<file path="src/rtl/noc_stream_bridge_if.sv">
// Flit types shared by the stream bridge and the router port, plus the bridge's bundled
// stream/router interface. slave is the bridge's view; master is the surrounding system's.
package noc_stream_bridge_pkg;
   localparam int FLIT_DATA_SIZE = 32;
   localparam int VC_NUM         = 2;
   localparam int VC_SIZE        = (VC_NUM > 1) ? $clog2(VC_NUM) : 1;

   typedef enum logic [1:0] {
      HEAD     = 2'b00,
      BODY     = 2'b01,
      TAIL     = 2'b10,
      HEADTAIL = 2'b11
   } flit_label_t;

   typedef struct packed {
      flit_label_t               flit_label;
      logic [VC_SIZE-1:0]        vc_id;
      logic [FLIT_DATA_SIZE-1:0] data;
   } flit_t;
endpackage

interface noc_stream_bridge_if;
   import noc_stream_bridge_pkg::*;

   logic                      tx_valid;
   logic                      tx_ready;
   logic [FLIT_DATA_SIZE-1:0] tx_data;

   flit_t                     router_data_in;
   logic                      router_valid_in;
   logic [VC_NUM-1:0]         router_is_on_off_in;
   logic [VC_NUM-1:0]         router_is_allocatable_in;

   flit_t                     router_data_out;
   logic                      router_valid_out;
   logic [VC_NUM-1:0]         router_is_on_off_out;
   logic [VC_NUM-1:0]         router_is_allocatable_out;

   logic                      rx_valid;
   logic                      rx_ready;
   logic [FLIT_DATA_SIZE-1:0] rx_data;
   logic                      rx_last;
   logic                      rx_head;
   logic                      rx_overflow;

   modport slave (
      input  tx_valid, tx_data,
      input  router_data_out, router_valid_out, router_is_on_off_out, router_is_allocatable_out,
      input  rx_ready,
      output tx_ready,
      output router_data_in, router_valid_in, router_is_on_off_in, router_is_allocatable_in,
      output rx_valid, rx_data, rx_last, rx_head, rx_overflow
   );

   modport master (
      output tx_valid, tx_data,
      output router_data_out, router_valid_out, router_is_on_off_out, router_is_allocatable_out,
      output rx_ready,
      input  tx_ready,
      input  router_data_in, router_valid_in, router_is_on_off_in, router_is_allocatable_in,
      input  rx_valid, rx_data, rx_last, rx_head, rx_overflow
   );
endinterface

</file>
<file path="src/rtl/noc_stream_bridge.sv">
// Word-stream <-> NoC local-port bridge: TX packetises header+payload words into flits,
// RX de-packetises flits into a small FWFT buffer that drives on/off back-pressure.
module noc_stream_bridge
   import noc_stream_bridge_pkg::*;
#(
   parameter int TX_VC        = 0,
   parameter int LEN_W        = 5,
   parameter int RX_DEPTH     = 4,
   parameter int RX_MARGIN    = 2,
   parameter int RX_KEEP_HEAD = 0
) (
   input  logic                clk_router,
   input  logic                rst_router,
   noc_stream_bridge_if.slave  link
);
   localparam int DW    = FLIT_DATA_SIZE;
   localparam int PTR_W = $clog2(RX_DEPTH);
   localparam int CNT_W = $clog2(RX_DEPTH + 1);
   localparam logic [VC_SIZE-1:0] TX_VC_ID = VC_SIZE'(TX_VC);

   typedef enum logic {ST_IDLE, ST_BODY} tx_state_t;

   typedef struct packed {
      logic [DW-1:0] data;
      logic          last;
      logic          head;
   } rx_entry_t;

   // ---------------------------------------------------------------- TX
   tx_state_t        state_q;
   logic [LEN_W-1:0] remaining_q;
   logic             router_valid_q;
   flit_t            router_data_q;
   logic             tx_ready;
   logic             tx_fire;
   logic [LEN_W-1:0] hdr_len;

   assign hdr_len = link.tx_data[DW-9 -: LEN_W];
   assign tx_fire = link.tx_valid & tx_ready;

   always_comb begin
      // NOTE: default first so no path leaves tx_ready unassigned (would infer a latch).
      tx_ready = 1'b0;
      unique case (state_q)
         ST_IDLE: tx_ready = link.router_is_on_off_out[TX_VC] & link.router_is_allocatable_out[TX_VC];
         ST_BODY: tx_ready = link.router_is_on_off_out[TX_VC];
      endcase
   end

   // NOTE: sequential state uses non-blocking assignments so every register samples pre-edge values.
   always_ff @(posedge clk_router or posedge rst_router) begin
      if (rst_router) begin
         state_q        <= ST_IDLE;
         remaining_q    <= '0;
         router_valid_q <= 1'b0;
         router_data_q  <= '{flit_label: HEADTAIL, vc_id: '0, data: '0};
      end else begin
         router_valid_q <= tx_fire;
         if (tx_fire) begin
            router_data_q.vc_id <= TX_VC_ID;
            router_data_q.data  <= link.tx_data;
            unique case (state_q)
               ST_IDLE: begin
                  if (hdr_len == '0) begin
                     router_data_q.flit_label <= HEADTAIL;
                  end else begin
                     router_data_q.flit_label <= HEAD;
                     remaining_q              <= hdr_len;
                     state_q                  <= ST_BODY;
                  end
               end
               ST_BODY: begin
                  remaining_q <= remaining_q - LEN_W'(1);
                  if (remaining_q == LEN_W'(1)) begin
                     router_data_q.flit_label <= TAIL;
                     state_q                  <= ST_IDLE;
                  end else begin
                     router_data_q.flit_label <= BODY;
                  end
               end
            endcase
         end
      end
   end

   assign link.tx_ready                 = tx_ready;
   assign link.router_valid_in          = router_valid_q;
   assign link.router_data_in           = router_data_q;
   assign link.router_is_allocatable_in = '1;

   // ---------------------------------------------------------------- RX
   rx_entry_t         mem_q [RX_DEPTH];
   logic [PTR_W-1:0]  wr_ptr_q, rd_ptr_q;
   logic [CNT_W-1:0]  count_q, count_d;
   logic [VC_NUM-1:0] on_off_q;
   logic              overflow_q;
   flit_t             rx_flit;
   logic              rx_is_head, rx_is_last;
   logic              want_push, push, pop, rx_valid;

   assign rx_flit    = link.router_data_out;
   assign rx_is_head = (rx_flit.flit_label == HEAD) || (rx_flit.flit_label == HEADTAIL);
   assign rx_is_last = (rx_flit.flit_label == TAIL) || (rx_flit.flit_label == HEADTAIL);
   assign want_push  = link.router_valid_out & (~rx_is_head | (RX_KEEP_HEAD != 0));
   assign rx_valid   = (count_q != '0);
   assign pop        = rx_valid & link.rx_ready;
   // A full buffer still takes a flit when the head entry leaves in the same cycle.
   assign push       = want_push & ((count_q != CNT_W'(RX_DEPTH)) | pop);

   always_comb begin
      count_d = count_q;
      if (push && !pop)      count_d = count_q + CNT_W'(1);
      else if (!push && pop) count_d = count_q - CNT_W'(1);
   end

   always_ff @(posedge clk_router or posedge rst_router) begin
      if (rst_router) begin
         wr_ptr_q   <= '0;
         rd_ptr_q   <= '0;
         count_q    <= '0;
         on_off_q   <= '1;
         overflow_q <= 1'b0;
      end else begin
         if (push) wr_ptr_q <= wr_ptr_q + PTR_W'(1);
         if (pop)  rd_ptr_q <= rd_ptr_q + PTR_W'(1);
         count_q  <= count_d;
         on_off_q <= {VC_NUM{(RX_DEPTH - int'(count_d)) > RX_MARGIN}};
         if (want_push && !push) overflow_q <= 1'b1;
      end
   end

   // NOTE: buffer storage has no reset; count/pointers alone decide which entries are valid.
   always_ff @(posedge clk_router) begin
      if (push) mem_q[wr_ptr_q] <= '{data: rx_flit.data, last: rx_is_last, head: rx_is_head};
   end

   assign link.rx_valid            = rx_valid;
   assign link.rx_data             = mem_q[rd_ptr_q].data;
   assign link.rx_last             = mem_q[rd_ptr_q].last;
   assign link.rx_head             = mem_q[rd_ptr_q].head;
   assign link.rx_overflow         = overflow_q;
   assign link.router_is_on_off_in = on_off_q;
endmodule
</file>
<file path="src/flat_wrapper.sv">
// flat-port wrapper written by rule: the top's interface ports become plain ports
module noc_stream_bridge_flat import noc_stream_bridge_pkg::*;
#(
   parameter int TX_VC        = 0,
   parameter int LEN_W        = 5,
   parameter int RX_DEPTH     = 4,
   parameter int RX_MARGIN    = 2,
   parameter int RX_KEEP_HEAD = 0
)
  (clk_router, rst_router, link_tx_valid, link_tx_data, link_router_data_out, link_router_valid_out, link_router_is_on_off_out, link_router_is_allocatable_out, link_rx_ready, link_tx_ready, link_router_data_in, link_router_valid_in, link_router_is_on_off_in, link_router_is_allocatable_in, link_rx_valid, link_rx_data, link_rx_last, link_rx_head, link_rx_overflow);
  noc_stream_bridge_if link_i ();
  input  logic clk_router;
  input  logic rst_router;
  input wire logic [$bits(link_i.tx_valid)-1:0] link_tx_valid;
  input wire logic [$bits(link_i.tx_data)-1:0] link_tx_data;
  input wire logic [$bits(link_i.router_data_out)-1:0] link_router_data_out;
  input wire logic [$bits(link_i.router_valid_out)-1:0] link_router_valid_out;
  input wire logic [$bits(link_i.router_is_on_off_out)-1:0] link_router_is_on_off_out;
  input wire logic [$bits(link_i.router_is_allocatable_out)-1:0] link_router_is_allocatable_out;
  input wire logic [$bits(link_i.rx_ready)-1:0] link_rx_ready;
  output wire logic [$bits(link_i.tx_ready)-1:0] link_tx_ready;
  output wire logic [$bits(link_i.router_data_in)-1:0] link_router_data_in;
  output wire logic [$bits(link_i.router_valid_in)-1:0] link_router_valid_in;
  output wire logic [$bits(link_i.router_is_on_off_in)-1:0] link_router_is_on_off_in;
  output wire logic [$bits(link_i.router_is_allocatable_in)-1:0] link_router_is_allocatable_in;
  output wire logic [$bits(link_i.rx_valid)-1:0] link_rx_valid;
  output wire logic [$bits(link_i.rx_data)-1:0] link_rx_data;
  output wire logic [$bits(link_i.rx_last)-1:0] link_rx_last;
  output wire logic [$bits(link_i.rx_head)-1:0] link_rx_head;
  output wire logic [$bits(link_i.rx_overflow)-1:0] link_rx_overflow;
  assign link_i.tx_valid = link_tx_valid;
  assign link_i.tx_data = link_tx_data;
  assign link_i.router_data_out = link_router_data_out;
  assign link_i.router_valid_out = link_router_valid_out;
  assign link_i.router_is_on_off_out = link_router_is_on_off_out;
  assign link_i.router_is_allocatable_out = link_router_is_allocatable_out;
  assign link_i.rx_ready = link_rx_ready;
  assign link_tx_ready = link_i.tx_ready;
  assign link_router_data_in = link_i.router_data_in;
  assign link_router_valid_in = link_i.router_valid_in;
  assign link_router_is_on_off_in = link_i.router_is_on_off_in;
  assign link_router_is_allocatable_in = link_i.router_is_allocatable_in;
  assign link_rx_valid = link_i.rx_valid;
  assign link_rx_data = link_i.rx_data;
  assign link_rx_last = link_i.rx_last;
  assign link_rx_head = link_i.rx_head;
  assign link_rx_overflow = link_i.rx_overflow;
  noc_stream_bridge #(.TX_VC(TX_VC), .LEN_W(LEN_W), .RX_DEPTH(RX_DEPTH), .RX_MARGIN(RX_MARGIN), .RX_KEEP_HEAD(RX_KEEP_HEAD)) u_core (.clk_router(clk_router), .rst_router(rst_router), .link(link_i));
endmodule
</file>
<file path="config.mk">
export PLATFORM = sky130hd
export DESIGN_NAME = noc_stream_bridge_flat
export DESIGN_NICKNAME = d
export VERILOG_FILES = /design/src/rtl/noc_stream_bridge_if.sv /design/src/rtl/noc_stream_bridge.sv /design/src/flat_wrapper.sv
export SDC_FILE = /design/constraint.sdc
export NUM_CORES = 1
export LEC_CHECK = 0
export CORE_MARGIN = 1.5
export CORE_UTILIZATION = 30
export DETAILED_ROUTE_END_ITERATION = 16
export GPL_TIMING_DRIVEN = 1
export HOLD_SLACK_MARGIN = 0.02
export PLACE_DENSITY = 0.62
export SLEW_MARGIN = 20
export SYNTH_ARGS = -nofsm -noshare
export SYNTH_HDL_FRONTEND = slang
export SYNTH_SLANG_ARGS = --single-unit
</file>
<file path="constraint.sdc">
create_clock -name clk_router -period 2.3 [get_ports clk_router]
set_clock_uncertainty 0.1 [all_clocks]
set_input_delay 0.575 -clock clk_router [delete_from_list [all_inputs] [get_ports clk_router]]
set_output_delay 0.575 -clock clk_router [all_outputs]
set_load 0.005 [all_outputs]
</file>
==> results of run 1 <==
-- placed cells by master, fill, tap and decap left out, drive strengths merged, types with 4 or more instances in the layout --
cell,count
edfxtp,136
clkdlybuf4s50,110
nand2,105
buf,75
dfrtp,47
mux4,34
inv,23
clkbuf,18
ha,11
o21ai,8
nor2,7
and3,4
clkinv,4
-- final cells by class --
class,instances,area (um^2)
clock inverters,15,188
repair buffers,187,1820
flip-flops and latches,186,5340
inverters,13,48.8
clock buffers,17,425
multi-input cells,217,1770
well taps,319,399
fillers,2115,13600
-- sequential cells by signal, summed over array words and instances (netlist names) --
| signal | flops |
|---|---|
| u_core.link.rx_overflow | 1 |
| u_core.mem_q | 136 |
| u_core.rd_ptr_q | 2 |
| u_core.link.router_data_in | 34 |
| u_core.link.router_valid_in | 1 |
| u_core.count_q | 3 |
| u_core.state_q | 1 |
| u_core.wr_ptr_q | 2 |
| u_core.link.router_is_on_off_in | 1 |
| u_core.remaining_q | 5 |
-- power by group --
part	leakage (nW)	switching (mW)	internal [mW]
clock network	0.300	1.40	1.58
logic	1.65	1.53	2.06
registers	1.84	0.240	4.14
total	3.79	3.18	7.78
-- worst reg2reg max path, cell delays in order (launching register included) --
cell      delay, ps
dfrtp_1         420
inv_1            80
ha_1            210
buf_4           160
nand3b_1        160
and3_2          250
buf_12          200
-- metal layers --
metal  share of wire, %  global-route usage, %  vias to the layer above
li1                   -                      -                     1977
met1                 42                   15.7                     2107
met2                 49                   21.5                      162
met3                8.1                   4.82                       15
met4                1.0                   4.14                        4
met5               0.16                      0                        -
-- stage by stage --
| step | setup TNS (ps) | setup slack (ps) |
|---|---|---|
| floorplan | -6730 | -49.5 |
| global placement | -53900 | -392 |
| detailed placement | -53280 | -387 |
| CTS | -5460 | -240 |
| global route | -6630 | -277 |
| finish | -4360 | -207 |
-- worst max path at each step --
stage,startpoint,to,slack (ps)
floorplan,link_router_data_out[33],u_core.mem_q[0][0]$_DFFE_PP_,-50
global placement,link_router_data_out[33],u_core.mem_q[1][12]$_DFFE_PP_,-390
detailed placement,link_router_data_out[33],u_core.mem_q[0][4]$_DFFE_PP_,-390
CTS,u_core.rd_ptr_q[0]$_DFFE_PP0P_,link_rx_data[14],-240
global route,u_core.rd_ptr_q[0]$_DFFE_PP0P_,link_rx_data[7],-280
finish,u_core.rd_ptr_q[0]$_DFFE_PP0P_,link_rx_data[7],-210
-- cell families (layout without fill, tap and decap cells) --
kind of cell | Yosys count | after routing | synth area share [%]
DFF | 186 | 186 | 73.5
other | 2 | 3 | 0.103
adders and majority gates | 11 | 11 | 1.89
and+or+nand+nor | 133 | 133 | 7.87
xor gates and xnor gates | 4 | 4 | 0.482
AOI/OAI and AO/OA | 31 | 31 | 3.15
muxes | 35 | 35 | 10.7
buffers and inverters | 34 | 232 | 2.36
-- what timing repair did --
action / CTS / global route
setup buffers: 12 / 1
endpoints found under the setup margin: 36 / 167
gates cloned: 2 / 0
resized for setup: 155 / 8
hold buffers: 0 / 0
==> impl_metrics.tcl, run 1 <==
set metrics [dict create \
    layout-drive-gt1-share_pct 25.0 \
    final_cell_area_um2 9990 \
    grt-ovfl-total 0 \
    seq_area_frac_synth_pct 73.5 \
    fin_ws_ps -207 \
    avgSynthCellArea_um2 16.7 \
    status "complete, but fails checks" \
    cts_tree "built" \
    ys_ff_latch 186 \
    grt_usage_pct 13.0 \
    setup_viol 34 \
    fp.dieArea_um2 25200 \
    fin_crit_sh_pct 109 \
    ys_async_sr_fraction_pct 26.9 \
    place_hpwl_mm 10.5 \
    fp-row-count 56 \
    final_util_pct 42.3 \
    final_antenna_net_count 0 \
    cpMostUsedCell "buf_12" \
    synth_cell_types 47 \
    grt_pass1_vias 4451 \
    dpl_cell_area_um2 9310 \
    crit_path_top_delay_cell "mux4_2" \
    rsz0062_at_grt "yes" \
    dieHeight_um 159 \
    finalCriticalPeriod_ps 2510 \
    cts_buffers 17 \
    critical_path.top_delay_family "buffers and inverters" \
    rrSetupSlack_ps 410 \
    cp.buffers_inverters 4 \
    power_density_nw_per_um2 1100 \
    synth_common_cells "edfxtp_1, nand2_1, dfrtp_1" \
    cts_num_sinks 186 \
    num_vias 4265 \
    finalPower_mw 11.0 \
    instances_no_fill 954 \
    violations "negative setup slack" \
    worst_pin_slew_ps 566 \
    fmax_mhz 399 \
    r2r_start "u_core.count_q[0]$_DFF_PP0_" \
    synth_area_leader_cell "edfxtp_1" \
    drtIter0Drc 170 \
    core-area_um2 23600 \
    whs_path_depth 2 \
    io_buffers 146 \
    nNetsFinal 709 \
    worstPathMaxFanout 7 \
    path_depth 5 \
    htreeDepth 4 \
    cp_data_arrival_time_ps 1830 \
    reg2regPathDepth 6 \
    crit_required_ps 1620 \
    synth_edf_count 136 \
    max-cap-violations 0 \
    wl_per_cell_um 16.4 \
    wirelength_mm 15.7 \
    hold_slack_ps 384 \
    drcViolationCount 0 \
    critPathKind "register to output pin" \
    ys.flop_type "edfxtp_1" \
    drt_first_pass_iters 4 \
    grt_pass1_wl_mm 24.1 \
    synthCells 436 \
    slew_headroom_pct 62.2 \
    crit_path_start_kind "register" \
    place.gp.congestion 0.804 \
    grt_max_degree 51 \
    clk_latency_ps 430 \
    pin_count 153 \
    hold_class "register to register" \
    r2r_end "u_core.mem_q[2][6]$_DFFE_PP_" \
    slew_viol_final 0 \
    antenna_cells 0 \
    synth.most_common_cell "edfxtp_1" \
    min_from "u_core.link.router_data_in[23]$_DFFE_PP0P_" \
    syn_area_um2 7270 \
    crit_chain "buf_12 -> buf_12 -> buf_4 -> mux4_2 -> buf_2" \
    max_stage_delay_ps 430 \
    hold_viol 0 \
    power.leakage_nw 3.79 \
    min_to "u_core.link.router_data_in[23]$_DFFE_PP0P_" \
    antenna_found_initial 2 \
    placed_cells 908 \
    area_delta_synth_final_pct 37.5 \
    crit_path_end_kind "output pin" \
    ir_drop_mv 0.503 \
    vias_per_cell 4.47 \
    cts_buffer_depth 2 \
    synth.top_cell.area_share_pct 56.2 \
    synth.area.top_cells "edfxtp_1, dfrtp_1, mux4_2" \
    cts_root_buf "clkbuf_16" \
    initial_core_util_pct 30.8 \
    synth_warnings 0 \
    die_w_um 159 \
    path_clk_slew_ps 80 \
]
Note: power is estimated with default switching activity, not from simulation.
==> inputs of run 2 (changes only) <==
Settings changed: CORE_MARGIN 1.5 to default, SKIP_CTS_REPAIR_TIMING from default to 1.
==> run 2 against run 1 <==
The flow still finishes with violations (negative setup slack). Clock-buffer cell count grew 1. Critical path depth shrank 1. Critical path type unchanged. First-iteration DRC count shrank 5.9%. Largest cell class unchanged. Largest power group unchanged.
==> impl_metrics.tcl, run 2 (same netlist as run 1, synthesis figures left out) <==
set metrics [dict create \
    reg2regPathDepth 5 \
    status "complete, but fails checks" \
    top_register "u_core.mem_q" \
    wirelength_mm 15.5 \
    rrSetupSlack_ps 520 \
    grt_pass1_wl_mm 24.6 \
    place.gp.congestion 0.770 \
    io_buffers 146 \
    rsz0062_at_grt "yes" \
    hold_slack_ps 286 \
    drtIter0Drc 160 \
    hold_viol 0 \
    drt_first_pass_iters 4 \
    grt_util_met1_pct 14.7 \
    final_antenna_net_count 0 \
    clk_latency_ps 420 \
    power_density_nw_per_um2 1070 \
    grt_max_degree 44 \
    r2r_start "u_core.count_q[0]$_DFF_PP0_" \
    final_cell_mix "edfxtp_1, clkdlybuf4s50_1, nand2_1" \
    die_w_um 158 \
    power.leakage_nw 3.76 \
    cp.buffers_inverters 3 \
    fp.dieArea_um2 24900 \
    violations "negative setup slack" \
    cts_tree "built" \
    crit_path_end_kind "output pin" \
    grt_pass1_vias 4686 \
    fmax_mhz 413 \
    worstPathMaxFanout 7 \
    instances_no_fill 947 \
    pin_count 153 \
    cts_buffer_depth 2 \
    nNetsFinal 701 \
    htreeDepth 4 \
    setup_viol 34 \
    critical_path.top_delay_family "multiplexers" \
    drcViolationCount 0 \
    grt-ovfl-total 0 \
    max-cap-violations 0 \
    largest_reg_flops 136 \
    path_clk_slew_ps 70 \
    tns_ps -2930 \
    ir_drop_mv 0.544 \
    grt-busiest-layer "met2" \
    r2r_end "u_core.mem_q[0][6]$_DFFE_PP_" \
    dpl_worst_slack_ps -323 \
    initial_core_util_pct 30.8 \
    crit_chain "buf_12 -> clkbuf_16 -> mux4_2 -> clkbuf_2" \
    place_hpwl_mm 10.6 \
    cts_root_buf "clkbuf_16" \
    cts_buffers 17 \
    dieHeight_um 158 \
    core-area_um2 23600 \
    num_vias 4283 \
    crit_path_top_delay_cell "mux4_2" \
    grtUsageMet2_pct 23.3 \
    hold_class "input port to async pin" \
    layout_commonest_cell "edfxtp_1" \
    grt_util_met3_pct 4.87 \
    cp_data_arrival_time_ps 1740 \
    fin_crit_sh_pct 105 \
    finalCriticalPeriod_ps 2420 \
    fin_ws_ps -120 \
    placed_cells 912 \
    fp-row-count 56 \
    slew_viol_final 0 \
    grt_usage_pct 13.3 \
    cts_num_sinks 186 \
    crit_path_start_kind "register" \
    max_stage_delay_ps 510 \
    crit_required_ps 1620 \
    path_depth 4 \
    area_delta_synth_final_pct 35.8 \
    layout-drive-gt1-share_pct 23.8 \
    antenna_found_initial 1 \
    critPathKind "register to output pin" \
    vias_per_cell 4.52 \
    wl_per_cell_um 16.3 \
]
run 2: cell types whose count changed in the layout (fill, tap and decap cells not counted), moves of 2 or more:
cell            previous run  this run
buf_2                     26         1
buf_4                     24        19
buf_6                     12         3
clkbuf_2                   1        31
dlymetal6s2s_1             0         4
inv_8                      4         6
run 2: how the worst max path moves through the flow:
stage,startpoint,endpoint,slack [ps]
6_report,u_core.rd_ptr_q[0]$_DFFE_PP0P_,link_rx_data[4],-120
4_1_cts,u_core.rd_ptr_q[0]$_DFFE_PP0P_,link_rx_data[21],-520
5_1_grt,u_core.rd_ptr_q[0]$_DFFE_PP0P_,link_rx_data[25],-200
3_5_place_dp,link_router_data_out[33],u_core.mem_q[1][31]$_DFFE_PP_,-320
3_3_place_gp,link_router_data_out[33],u_core.mem_q[1][30]$_DFFE_PP_,-320
2_1_floorplan,link_router_data_out[33],u_core.mem_q[0][0]$_DFFE_PP_,-50
run 2: final cells by class:
class,count,area (um^2)
clock inverters,14,160
repair buffers,179,1720
flip-flops and latches,186,5340
diodes,1,2.50
well taps,319,399
fillers,2150,13700
multi-input cells,217,1770
clock buffers,18,429
inverters,13,48.8
run 2: stage by stage:
| stage | utilization, % | power, mW | instance area [um^2] |
|---|---|---|---|
| 2_1_floorplan | - | 6.09 | 7280 |
| 3_3_place_gp | 39.6 | 7.89 | 9360 |
| 3_5_place_dp | 39.6 | 7.98 | 9360 |
| 4_1_cts | 42.1 | 10.9 | 9950 |
| 5_1_grt | 41.8 | 11.1 | 9870 |
| 6_report | 41.8 | 10.5 | 9870 |
run 2: power by group:
part / switching (mW) / leakage, nW / internal (mW) / total, mW
Combinational: 1.45 / 1.63 / 1.83 / 3.29
Sequential: 0.249 / 1.84 / 4.14 / 4.39
Clock: 1.38 / 0.290 / 1.47 / 2.85
Total: 3.09 / 3.76 / 7.45 / 10.5
run 2: layer usage:
metal	part of all wire, %	vias up	wire length, um
met2	51	153	7840
met5	0	-	0
met4	1.4	0	220
met1	40	2146	6110
met3	8.4	17	1290
li1	-	1967	-
==> inputs of run 3 (changes only) <==
Settings changed: MAX_ROUTING_LAYER from default to met4.
==> run 3 against run 2 <==
Sequential share of layout area unchanged. The flow still finishes with violations (negative setup slack). Critical path depth stayed put. Non-clock buffer count stayed put. Die area stayed put. Via count grew 0.14%. Global-route usage up 0.40 points. Wire length about the same. Sequential power is essentially flat. Combinational power hardly changed.
==> impl_metrics.tcl, run 3 (same netlist as run 1, synthesis figures left out) <==
set metrics [dict create \
    status "complete, but fails checks" \
    violations "negative setup slack" \
    p_sw_mw 3.08 \
    final_cell_area_um2 9870 \
    crit_path_end_kind "output pin" \
    placed_cells 912 \
    drt_first_pass_iters 4 \
    rsz0062_at_grt "yes" \
    p_clk_share_pct 27.1 \
    path_clk_slew_ps 70 \
    antenna_found_initial 1 \
    io_buffers 146 \
    place_hpwl_mm 10.6 \
    max-cap-violations 0 \
    crit_required_ps 1620 \
    grt_pass1_wl_mm 24.5 \
    slew_viol_final 0 \
    fp.dieArea_um2 24900 \
    fmax_mhz 413 \
    grt_usage_pct 13.7 \
    final_antenna_net_count 0 \
    finalCriticalPeriod_ps 2420 \
    dpl_worst_slack_ps -323 \
    grt_pass1_vias 4711 \
    worstPathMaxFanout 7 \
    num_vias 4289 \
    critPathKind "register to output pin" \
    crit_chain "buf_12 -> clkbuf_16 -> mux4_2 -> clkbuf_2" \
    layout-drive-gt1-share_pct 23.8 \
    power_switching_share_pct 29.3 \
    clk_latency_ps 420 \
    final_cell_mix "edfxtp_1, clkdlybuf4s50_1, nand2_1" \
    pin_count 153 \
    power.leakage_nw 3.76 \
    die_w_um 158 \
    crit_path_start_kind "register" \
    layout_commonest_cell "edfxtp_1" \
    cts_buffers 17 \
    wirelength_mm 15.5 \
    max_stage_delay_ps 510 \
    cts_buffer_depth 2 \
    top_register "u_core.mem_q" \
    final_util_pct 41.8 \
    cts_tree "built" \
    dpl_cell_area_um2 9360 \
    place.gp.congestion 0.782 \
    hold_viol 0 \
    fp-row-count 56 \
    nNetsFinal 701 \
    cts_root_buf "clkbuf_16" \
    area_delta_synth_final_pct 35.8 \
    drcViolationCount 0 \
    largest_reg_flops 136 \
    seqPwrFrac_pct 41.7 \
    hold_slack_ps 286 \
    grt-ovfl-total 0 \
    crit_path_top_delay_cell "mux4_2" \
    dieHeight_um 158 \
    p_comb_share_pct 31.2 \
    instances_no_fill 947 \
    hold_class "input port to async pin" \
    fin_crit_sh_pct 105 \
    drtIter0Drc 223 \
    ir_drop_mv 0.545 \
    htreeDepth 4 \
    fin_ws_ps -120 \
    grt_max_degree 44 \
    cts_num_sinks 186 \
    wl_per_cell_um 16.3 \
    p_int_mw 7.45 \
    initial_core_util_pct 30.8 \
    tns_ps -2940 \
    cp_data_arrival_time_ps 1750 \
    core-area_um2 23600 \
    power_density_nw_per_um2 1070 \
    vias_per_cell 4.53 \
    finalPower_mw 10.5 \
    setup_viol 34 \
]
## run 3: cell counts in the layout (fill, tap and decap cells not counted)
No cell type changed its count.
## run 3: routing by layer
metal / part of all wire, % / GRT usage [%] / wire length, um
met1: 41 / 15.3 / 6360
met2: 51 / 23.2 / 7830
met3: 6.8 / 3.94 / 1050
met4: 1.4 / 4.62 / 220
met5: 0 / - / 0
## run 3: final timing paths
check	startpoint	to	slack, ps	cells after the start
setup / recovery	u_core.rd_ptr_q[0]$_DFFE_PP0P_	link_rx_data[4]	-120	4
hold / removal	rst_router	u_core.link.router_data_in[16]$_DFFE_PP0P_	290	2
setup reg to reg	u_core.count_q[0]$_DFF_PP0_	u_core.mem_q[0][6]$_DFFE_PP_	530	5
hold reg to reg	u_core.link.router_data_in[18]$_DFFE_PP0P_	u_core.link.router_data_in[18]$_DFFE_PP0P_	390	2
max in group asynchronous	rst_router	u_core.link.router_is_on_off_in[0]$_DFF_PP1_	1260	3
min in group clk_router	u_core.link.router_data_in[18]$_DFFE_PP0P_	u_core.link.router_data_in[18]$_DFFE_PP0P_	390	2
## run 3: critical path, delay by kind of cell, from the launching register on
family | cells | cell delay, ps
buf+inv | 3 | 430
flops | 1 | 370
mux | 1 | 510
## run 3: layout make-up
class / instances / area (um^2)
sequential: 186 / 5340
inverter: 13 / 48.8
antenna: 1 / 2.50
clock inverter: 14 / 160
fill: 2150 / 13700
clock buffer: 18 / 429
tap: 319 / 399
multi-input combinational: 217 / 1770
timing repair buffer: 179 / 1720
## run 3: power by group through the flow
stage	Clock [mW]	Combinational (mW)	Sequential (mW)
after floorplan	0	1.68	4.40
final	2.86	3.28	4.39
after global placement	0	3.45	4.44
after detailed placement	0	3.51	4.47
after CTS	2.94	3.52	4.41
after global routing	3.09	3.59	4.45
